===== src/rtl/alu_issue_if.sv =====
// Issue-side bus of the ALU issue unit: request, ALU drive/return and response channels.
interface alu_issue_if #(
    parameter int CNT_W = 8
);
    logic             in_valid;
    logic             in_ready;
    logic [31:0]      in_instr;
    logic [31:0]      in_rs1;
    logic [31:0]      in_rs2;
    logic [31:0]      alu_inp1;
    logic [31:0]      alu_inp2;
    logic [3:0]       alu_control;
    logic [31:0]      alu_result;
    logic             zero_flag;
    logic             out_valid;
    logic             out_ready;
    logic [31:0]      out_result;
    logic             out_zero;
    logic [4:0]       out_rd;
    logic             out_illegal;
    logic [CNT_W-1:0] illegal_cnt;

    modport slave (
        input  in_valid, in_instr, in_rs1, in_rs2, alu_result, zero_flag, out_ready,
        output in_ready, alu_inp1, alu_inp2, alu_control,
        output out_valid, out_result, out_zero, out_rd, out_illegal, illegal_cnt
    );

    modport master (
        output in_valid, in_instr, in_rs1, in_rs2, alu_result, zero_flag, out_ready,
        input  in_ready, alu_inp1, alu_inp2, alu_control,
        input  out_valid, out_result, out_zero, out_rd, out_illegal, illegal_cnt
    );
endinterface


===== src/rtl/alu_issue_unit.sv =====
// Two-stage RV32 ALU issue unit: decode into S1 (drives the external ALU), capture
// the ALU result into the response stage, count retired illegal instructions.
module alu_issue_unit #(
    parameter int CNT_W = 8
) (
    input logic        clk,
    input logic        rst_n,
    alu_issue_if.slave bus
);
    logic [6:0]  opcode;
    logic [2:0]  funct3;
    logic [6:0]  funct7;
    logic        d_ill;
    logic [3:0]  d_ctrl;
    logic [31:0] d_b;

    logic             s1_valid;
    logic [3:0]       s1_ctrl;
    logic [31:0]      s1_a;
    logic [31:0]      s1_b;
    logic [4:0]       s1_rd;
    logic             s1_ill;
    logic             s1_adv;
    logic             accept;
    logic             retire;
    logic             out_valid_q;
    logic [31:0]      out_result_q;
    logic             out_zero_q;
    logic [4:0]       out_rd_q;
    logic             out_ill_q;
    logic [CNT_W-1:0] ill_cnt;

    assign opcode = bus.in_instr[6:0];
    assign funct3 = bus.in_instr[14:12];
    assign funct7 = bus.in_instr[31:25];

    always_comb begin
        d_ill  = 1'b0;
        d_ctrl = 4'b0010;
        d_b    = bus.in_rs2;
        case (opcode)
            7'b0110011: begin
                case (funct7)
                    7'b0000000: begin
                        case (funct3)
                            3'b000:  d_ctrl = 4'b0010;
                            3'b111:  d_ctrl = 4'b0000;
                            3'b110:  d_ctrl = 4'b0001;
                            3'b100:  d_ctrl = 4'b0111;
                            3'b001:  d_ctrl = 4'b0011;
                            3'b101:  d_ctrl = 4'b0101;
                            3'b011:  d_ctrl = 4'b1000;
                            default: d_ill  = 1'b1;
                        endcase
                    end
                    7'b0100000: begin
                        if (funct3 == 3'b000) d_ctrl = 4'b0100;
                        else                  d_ill  = 1'b1;
                    end
                    7'b0000001: begin
                        if (funct3 == 3'b000) d_ctrl = 4'b0110;
                        else                  d_ill  = 1'b1;
                    end
                    default: d_ill = 1'b1;
                endcase
            end
            7'b0010011: begin
                d_b = {{20{bus.in_instr[31]}}, bus.in_instr[31:20]};
                case (funct3)
                    3'b000: d_ctrl = 4'b0010;
                    3'b111: d_ctrl = 4'b0000;
                    3'b110: d_ctrl = 4'b0001;
                    3'b100: d_ctrl = 4'b0111;
                    3'b011: d_ctrl = 4'b1000;
                    3'b001: begin
                        d_ctrl = 4'b0011;
                        d_b    = {27'd0, bus.in_instr[24:20]};
                        d_ill  = (funct7 != 7'b0000000);
                    end
                    3'b101: begin
                        // SRAI lands here with funct7 0100000 and is rejected
                        d_ctrl = 4'b0101;
                        d_b    = {27'd0, bus.in_instr[24:20]};
                        d_ill  = (funct7 != 7'b0000000);
                    end
                    default: d_ill = 1'b1;
                endcase
            end
            default: d_ill = 1'b1;
        endcase
    end

    assign s1_adv = s1_valid && (!out_valid_q || bus.out_ready);
    assign bus.in_ready = !s1_valid || s1_adv;
    assign accept = bus.in_valid && bus.in_ready;
    assign retire = out_valid_q && bus.out_ready;

    // Illegal entries are sanitised on capture so the ALU drive is the S1 registers verbatim.
    always_ff @(posedge clk or negedge rst_n) begin
        if (!rst_n) begin
            s1_valid <= 1'b0;
            s1_ctrl  <= 4'd0;
            s1_a     <= 32'd0;
            s1_b     <= 32'd0;
            s1_rd    <= 5'd0;
            s1_ill   <= 1'b0;
        end else if (accept) begin
            s1_valid <= 1'b1;
            s1_ctrl  <= d_ill ? 4'b0010 : d_ctrl;
            s1_a     <= d_ill ? 32'd0 : bus.in_rs1;
            s1_b     <= d_ill ? 32'd0 : d_b;
            s1_rd    <= bus.in_instr[11:7];
            s1_ill   <= d_ill;
        end else if (s1_adv) begin
            s1_valid <= 1'b0;
        end
    end

    always_ff @(posedge clk or negedge rst_n) begin
        if (!rst_n) begin
            out_valid_q  <= 1'b0;
            out_result_q <= 32'd0;
            out_zero_q   <= 1'b0;
            out_rd_q     <= 5'd0;
            out_ill_q    <= 1'b0;
        end else if (s1_adv) begin
            out_valid_q  <= 1'b1;
            out_result_q <= s1_ill ? 32'd0 : bus.alu_result;
            out_zero_q   <= s1_ill ? 1'b0 : bus.zero_flag;
            out_rd_q     <= s1_rd;
            out_ill_q    <= s1_ill;
        end else if (retire) begin
            out_valid_q <= 1'b0;
        end
    end

    always_ff @(posedge clk or negedge rst_n) begin
        if (!rst_n) begin
            ill_cnt <= '0;
        end else if (retire && out_ill_q && !(&ill_cnt)) begin
            ill_cnt <= ill_cnt + CNT_W'(1);
        end
    end

    assign bus.alu_control = s1_ctrl;
    assign bus.alu_inp1    = s1_a;
    assign bus.alu_inp2    = s1_b;
    assign bus.out_valid   = out_valid_q;
    assign bus.out_result  = out_result_q;
    assign bus.out_zero    = out_zero_q;
    assign bus.out_rd      = out_rd_q;
    assign bus.out_illegal = out_ill_q;
    assign bus.illegal_cnt = ill_cnt;
endmodule


===== src/flat_wrapper.sv =====
// flat-port wrapper written by rule: the top's interface ports become plain ports
module alu_issue_unit_flat 
#(
    parameter int CNT_W = 8
)
  (clk, rst_n, bus_in_valid, bus_in_instr, bus_in_rs1, bus_in_rs2, bus_alu_result, bus_zero_flag, bus_out_ready, bus_in_ready, bus_alu_inp1, bus_alu_inp2, bus_alu_control, bus_out_valid, bus_out_result, bus_out_zero, bus_out_rd, bus_out_illegal, bus_illegal_cnt);
  alu_issue_if #(.CNT_W(CNT_W)) bus_i ();
  input logic clk;
  input logic rst_n;
  input wire logic [$bits(bus_i.in_valid)-1:0] bus_in_valid;
  input wire logic [$bits(bus_i.in_instr)-1:0] bus_in_instr;
  input wire logic [$bits(bus_i.in_rs1)-1:0] bus_in_rs1;
  input wire logic [$bits(bus_i.in_rs2)-1:0] bus_in_rs2;
  input wire logic [$bits(bus_i.alu_result)-1:0] bus_alu_result;
  input wire logic [$bits(bus_i.zero_flag)-1:0] bus_zero_flag;
  input wire logic [$bits(bus_i.out_ready)-1:0] bus_out_ready;
  output wire logic [$bits(bus_i.in_ready)-1:0] bus_in_ready;
  output wire logic [$bits(bus_i.alu_inp1)-1:0] bus_alu_inp1;
  output wire logic [$bits(bus_i.alu_inp2)-1:0] bus_alu_inp2;
  output wire logic [$bits(bus_i.alu_control)-1:0] bus_alu_control;
  output wire logic [$bits(bus_i.out_valid)-1:0] bus_out_valid;
  output wire logic [$bits(bus_i.out_result)-1:0] bus_out_result;
  output wire logic [$bits(bus_i.out_zero)-1:0] bus_out_zero;
  output wire logic [$bits(bus_i.out_rd)-1:0] bus_out_rd;
  output wire logic [$bits(bus_i.out_illegal)-1:0] bus_out_illegal;
  output wire logic [$bits(bus_i.illegal_cnt)-1:0] bus_illegal_cnt;
  assign bus_i.in_valid = bus_in_valid;
  assign bus_i.in_instr = bus_in_instr;
  assign bus_i.in_rs1 = bus_in_rs1;
  assign bus_i.in_rs2 = bus_in_rs2;
  assign bus_i.alu_result = bus_alu_result;
  assign bus_i.zero_flag = bus_zero_flag;
  assign bus_i.out_ready = bus_out_ready;
  assign bus_in_ready = bus_i.in_ready;
  assign bus_alu_inp1 = bus_i.alu_inp1;
  assign bus_alu_inp2 = bus_i.alu_inp2;
  assign bus_alu_control = bus_i.alu_control;
  assign bus_out_valid = bus_i.out_valid;
  assign bus_out_result = bus_i.out_result;
  assign bus_out_zero = bus_i.out_zero;
  assign bus_out_rd = bus_i.out_rd;
  assign bus_out_illegal = bus_i.out_illegal;
  assign bus_illegal_cnt = bus_i.illegal_cnt;
  alu_issue_unit #(.CNT_W(CNT_W)) u_core (.clk(clk), .rst_n(rst_n), .bus(bus_i));
endmodule

===== config.mk =====
export PLATFORM = sky130hd
export DESIGN_NAME = alu_issue_unit_flat
export DESIGN_NICKNAME = d
export VERILOG_FILES = /design/src/rtl/alu_issue_if.sv /design/src/rtl/alu_issue_unit.sv /design/src/flat_wrapper.sv
export SDC_FILE = /design/constraint.sdc
export NUM_CORES = 1
export LEC_CHECK = 0
export CORE_MARGIN = 2
export CORE_UTILIZATION = 42
export CTS_BUF_LIST = sky130_fd_sc_hd__clkbuf_4 sky130_fd_sc_hd__clkbuf_8 sky130_fd_sc_hd__clkbuf_16
export CTS_CLUSTER_SIZE = 14
export DETAILED_ROUTE_END_ITERATION = 16
export GPL_TIMING_DRIVEN = 0
export PLACE_DENSITY = 0.78
export SYNTH_ARGS = -nofsm -noshare
export SYNTH_HDL_FRONTEND = slang
export SYNTH_SLANG_ARGS = --single-unit

===== constraint.sdc =====
create_clock -name clk -period 1.85 [get_ports clk]
set_input_delay 0.185 -clock clk [delete_from_list [all_inputs] [get_ports clk]]
set_output_delay 0.185 -clock clk [all_outputs]
set_load 0.01 [all_outputs]

==> flow_summary.json <==
{
  "viasPerCell": 5.15,
  "crit_family": "buffers and inverters",
  "cts.sink_count": 123,
  "yosys.area.top_type": "dfrtp_1",
  "ys_seq_area_frac": 0.557,
  "slowest_delay_ns": 0.51,
  "leakage_uw": 0.00386,
  "synthTopCellsByArea": "dfrtp_1 56%, nand2_1 8.6%, o31ai_1 6.0%, nand2b_1 4.2%, o41ai_1 3.3%",
  "grt_setup_unrepaired": "yes",
  "synth_top_area_share": 0.557,
  "num_antenna_cells": 0,
  "cts_made_buffers": 17,
  "placed_cells": 973,
  "synth-edff-count": 0,
  "intPower_uw": 5590,
  "grt_pass1_wl_mm": 27.4,
  "ys_seq_elements": 123,
  "io_buffers": 242,
  "start_util": 0.435,
  "post_drt_wl_per_cell_um": 17.0,
  "clkLatencyLatePin_ns": 0.42,
  "max_freq_mhz": 556,
  "antenna_found_initial": 0,
  "synth.distinct_cells": 46,
  "synthToLayoutAreaGrowth_pct": 62.1,
  "r2r_start": "u_core.bus.out_valid",
  "fin_cells": 1008,
  "fill_cells": 950,
  "wl_mm": 17.2,
  "fin_util": 0.704,
  "endpoint": "u_core.bus.alu_inp2[6]",
  "max-clock-path-buffers": 2,
  "netlist_area_um2": 5530,
  "synth_compound_area_frac": 0.155,
  "crit_fanout": 10,
  "yosysMostFrequentCell": "nand2_1",
  "root_buffer": "clkbuf_16",
  "drv_cap": 0,
  "cts_tree": "done",
  "cp-startpoint": "bus_in_instr[1]",
  "ys_warn_count": 0,
  "yosys.area_share.simple": 0.186,
  "holdCritPathClass": "in -> reg",
  "finalSetupViolCount": 0,
  "place_ws_ns": -0.475,
  "synth_common_cells": "126 x nand2_1, 123 x dfrtp_1, 44 x o31ai_1",
  "p_seq_frac": 0.398,
  "drc": 0,
  "grt_pass1_vias": 5414,
  "synth_top_family_by_area": "simple AND/OR/NAND/NOR gates",
  "gp_congestion": 0.893,
  "clkTransAtPathRegs_ns": 0.06,
  "p_sw_frac": 0.242,
  "endpoint_kind": "flip-flop",
  "whs_ns": 0.0972,
  "multi_input_area_um2": 2250,
  "synthArstFlopShare": 1.00,
  "die_h_um": 119,
  "syn_nets": 692,
  "crit_type": "in -> reg",
  "fin_crit_sh": 0.973,
  "slew_headroom": 0.658,
  "r2r_setup_slack_ns": 0.14,
  "tightest_slew_ns": 0.513,
  "ant_nets": 0,
  "syn_inst": 558,
  "drv_slew": 0,
  "cp_num_cells": 6,
  "critical_path_buf_inv_count": 2,
  "io_pins": 250,
  "drt_iter0_markers": 306,
  "final_layout_size_suffix_gt1_frac": 0.108,
  "yosys.area_share.xor_xnor": 0.0127,
  "r2r_cells": 7,
  "syn_avg_cell_area_um2": 9.91,
  "htree_num_levels": 4,
  "hold_viol": 0,
  "dp_hpwl_mm": 12.6,
  "grt_overflow": 0,
  "fp.dieW_um": 119,
  "outcome": "finished, final reports clean",
  "switchingPower_uw": 1790,
  "min_period_ns": 1.80,
  "crit_chain": "clkdlybuf4s50_1 -> nand4b_4 -> or3_1 -> o311ai_4 -> buf_2 -> o31ai_1",
  "synth_ff_type": "dfrtp_1",
  "crit_arrival_ns": 2.08,
  "grtUsageTotal": 0.247,
  "fin_tns_setup_ns": 0,
  "critPathRequiredTime_ns": 2.13,
  "drtPass1Iterations": 5,
  "final_net_count": 957,
  "finClkSkew_ns": 0.00726,
  "ir_drop_mv": 0.524,
  "vias": 5195,
  "comb_power_share": 0.145,
  "coreArea_um2": 12700,
  "setup_ws_ns": 0.0504,
  "regArea_um2": 3080,
  "row_count": 41,
  "synthAdderAreaFrac": 0.00407,
  "die_area_um2": 14100,
  "start_kind": "primary input",
  "cpMaxStageDelayCell": "clkdlybuf4s50_1",
  "p_per_area_nw_per_um2": 824,
  "r2r_end": "u_core.bus.alu_inp1[21]",
  "synthMuxAreaShare": 0.0321,
  "grt_max_degree": 70,
  "pwr-share-clk": 0.457
}
[worst min-delay path by stage]
stage,startpoint,end,slack (ns),cells past startpoint
final,bus_in_instr[12],u_core.bus.alu_control[3],0.1,3
after global routing,bus_in_instr[12],u_core.bus.alu_control[3],0.11,3
after floorplan,rst_n,u_core.bus.alu_control[0],-0.11,0
after global placement,u_core.s1_rd[1],u_core.s1_rd[1],0.46,2
after detailed placement,rst_n,u_core.bus.illegal_cnt[4],0.18,1
after CTS,bus_in_instr[12],u_core.bus.alu_control[3],0.09,3
[worst min-delay path, stage by stage]
cell and delay [ns]:
buf_2 0.15, nand2_1 0.07, o31ai_1 0.07
[per-stage QoR]
step,area (µm²),total power [µW]
CTS,8840,7420
floorplan,5530,3350
detailed placement,8200,4040
global placement,8170,4000
finish,8960,7380
global route,8960,7650
[state kept, by name, indices dropped and copies added, names as in the netlist, 4 cells and up]
register / flops
u_core.bus.out_result: 32
u_core.s1_rd: 5
u_core.bus.out_rd: 5
u_core.bus.illegal_cnt: 8
u_core.bus.alu_control: 4
u_core.bus.alu_inp2: 32
u_core.bus.alu_inp1: 32
[power groups by stage]
stage / Clock [µW] / Combinational [µW] / Sequential (µW)
after floorplan: 0 / 334 / 3010
after global placement: 0 / 1020 / 2980
after detailed placement: 0 / 1060 / 2980
after CTS: 3410 / 1070 / 2940
after global routing: 3520 / 1170 / 2960
final: 3370 / 1070 / 2940
[final cells by class]
class | instances | area share
well taps | 172 | 0.0240
repair buffers | 246 | 0.277
flip-flops and latches | 123 | 0.344
clock inverters | 12 | 0.0163
multi-input cells | 362 | 0.251
plain buffers | 38 | 0.0212
clock buffers | 20 | 0.0514
inverters | 35 | 0.0147
[placed cells by master (no fill, tap or decap), types with 2 or more instances in the layout]
master	instances
and2_1	5
and3_1	2
buf_2	9
buf_4	8
buf_6	2
bufinv_16	3
clkbuf_1	17
clkbuf_16	17
clkbuf_2	5
clkbuf_8	2
clkdlybuf4s50_1	237
clkinv_2	5
clkinvlp_4	3
dfrtp_1	123
dlymetal6s2s_1	4
inv_1	35
mux2_2	6
mux2i_1	11
nand2_1	124
nand2_2	2
nand2b_1	37
nand3_1	2
nand4_1	4
nor2_1	26
nor2b_1	2
nor4_1	2
nor4_4	2
o21a_1	2
o21ai_0	36
o31ai_1	31
o31ai_2	14
o32a_1	2
o41ai_1	19
o41ai_2	2
or3_1	2
xnor2_1	4
xor2_1	4
[repair_timing]
| item | CTS | global route |
|---|---|---|
| pin swaps | 2 | 1 |
| setup endpoints to repair | 43 | 68 |
| hold buffers | 1 | 0 |
| endpoints found under the hold margin | 54 | 0 |
| resized for setup | 3 | 40 |
| buffers inserted | 2 | 0 |
[logic make-up (layout without fill, tap and decap cells)]
group           count (synthesis)  in the layout
simple gates                  218            218
flops                         123            123
compound gates                117            117
buf+inv                        73            351
mux                            17             17
xor+xnor                        8              8
fa+ha+maj                       2              2
[metal layers]
layer	GRT usage	vias up	share of wire
met2	0.427	209	0.51
met4	0.0945	0	0.025
li1	-	2449	-
met5	0	-	0
met3	0.0709	32	0.070
met1	0.289	2505	0.40
Note: power is estimated with default switching activity, not from simulation.
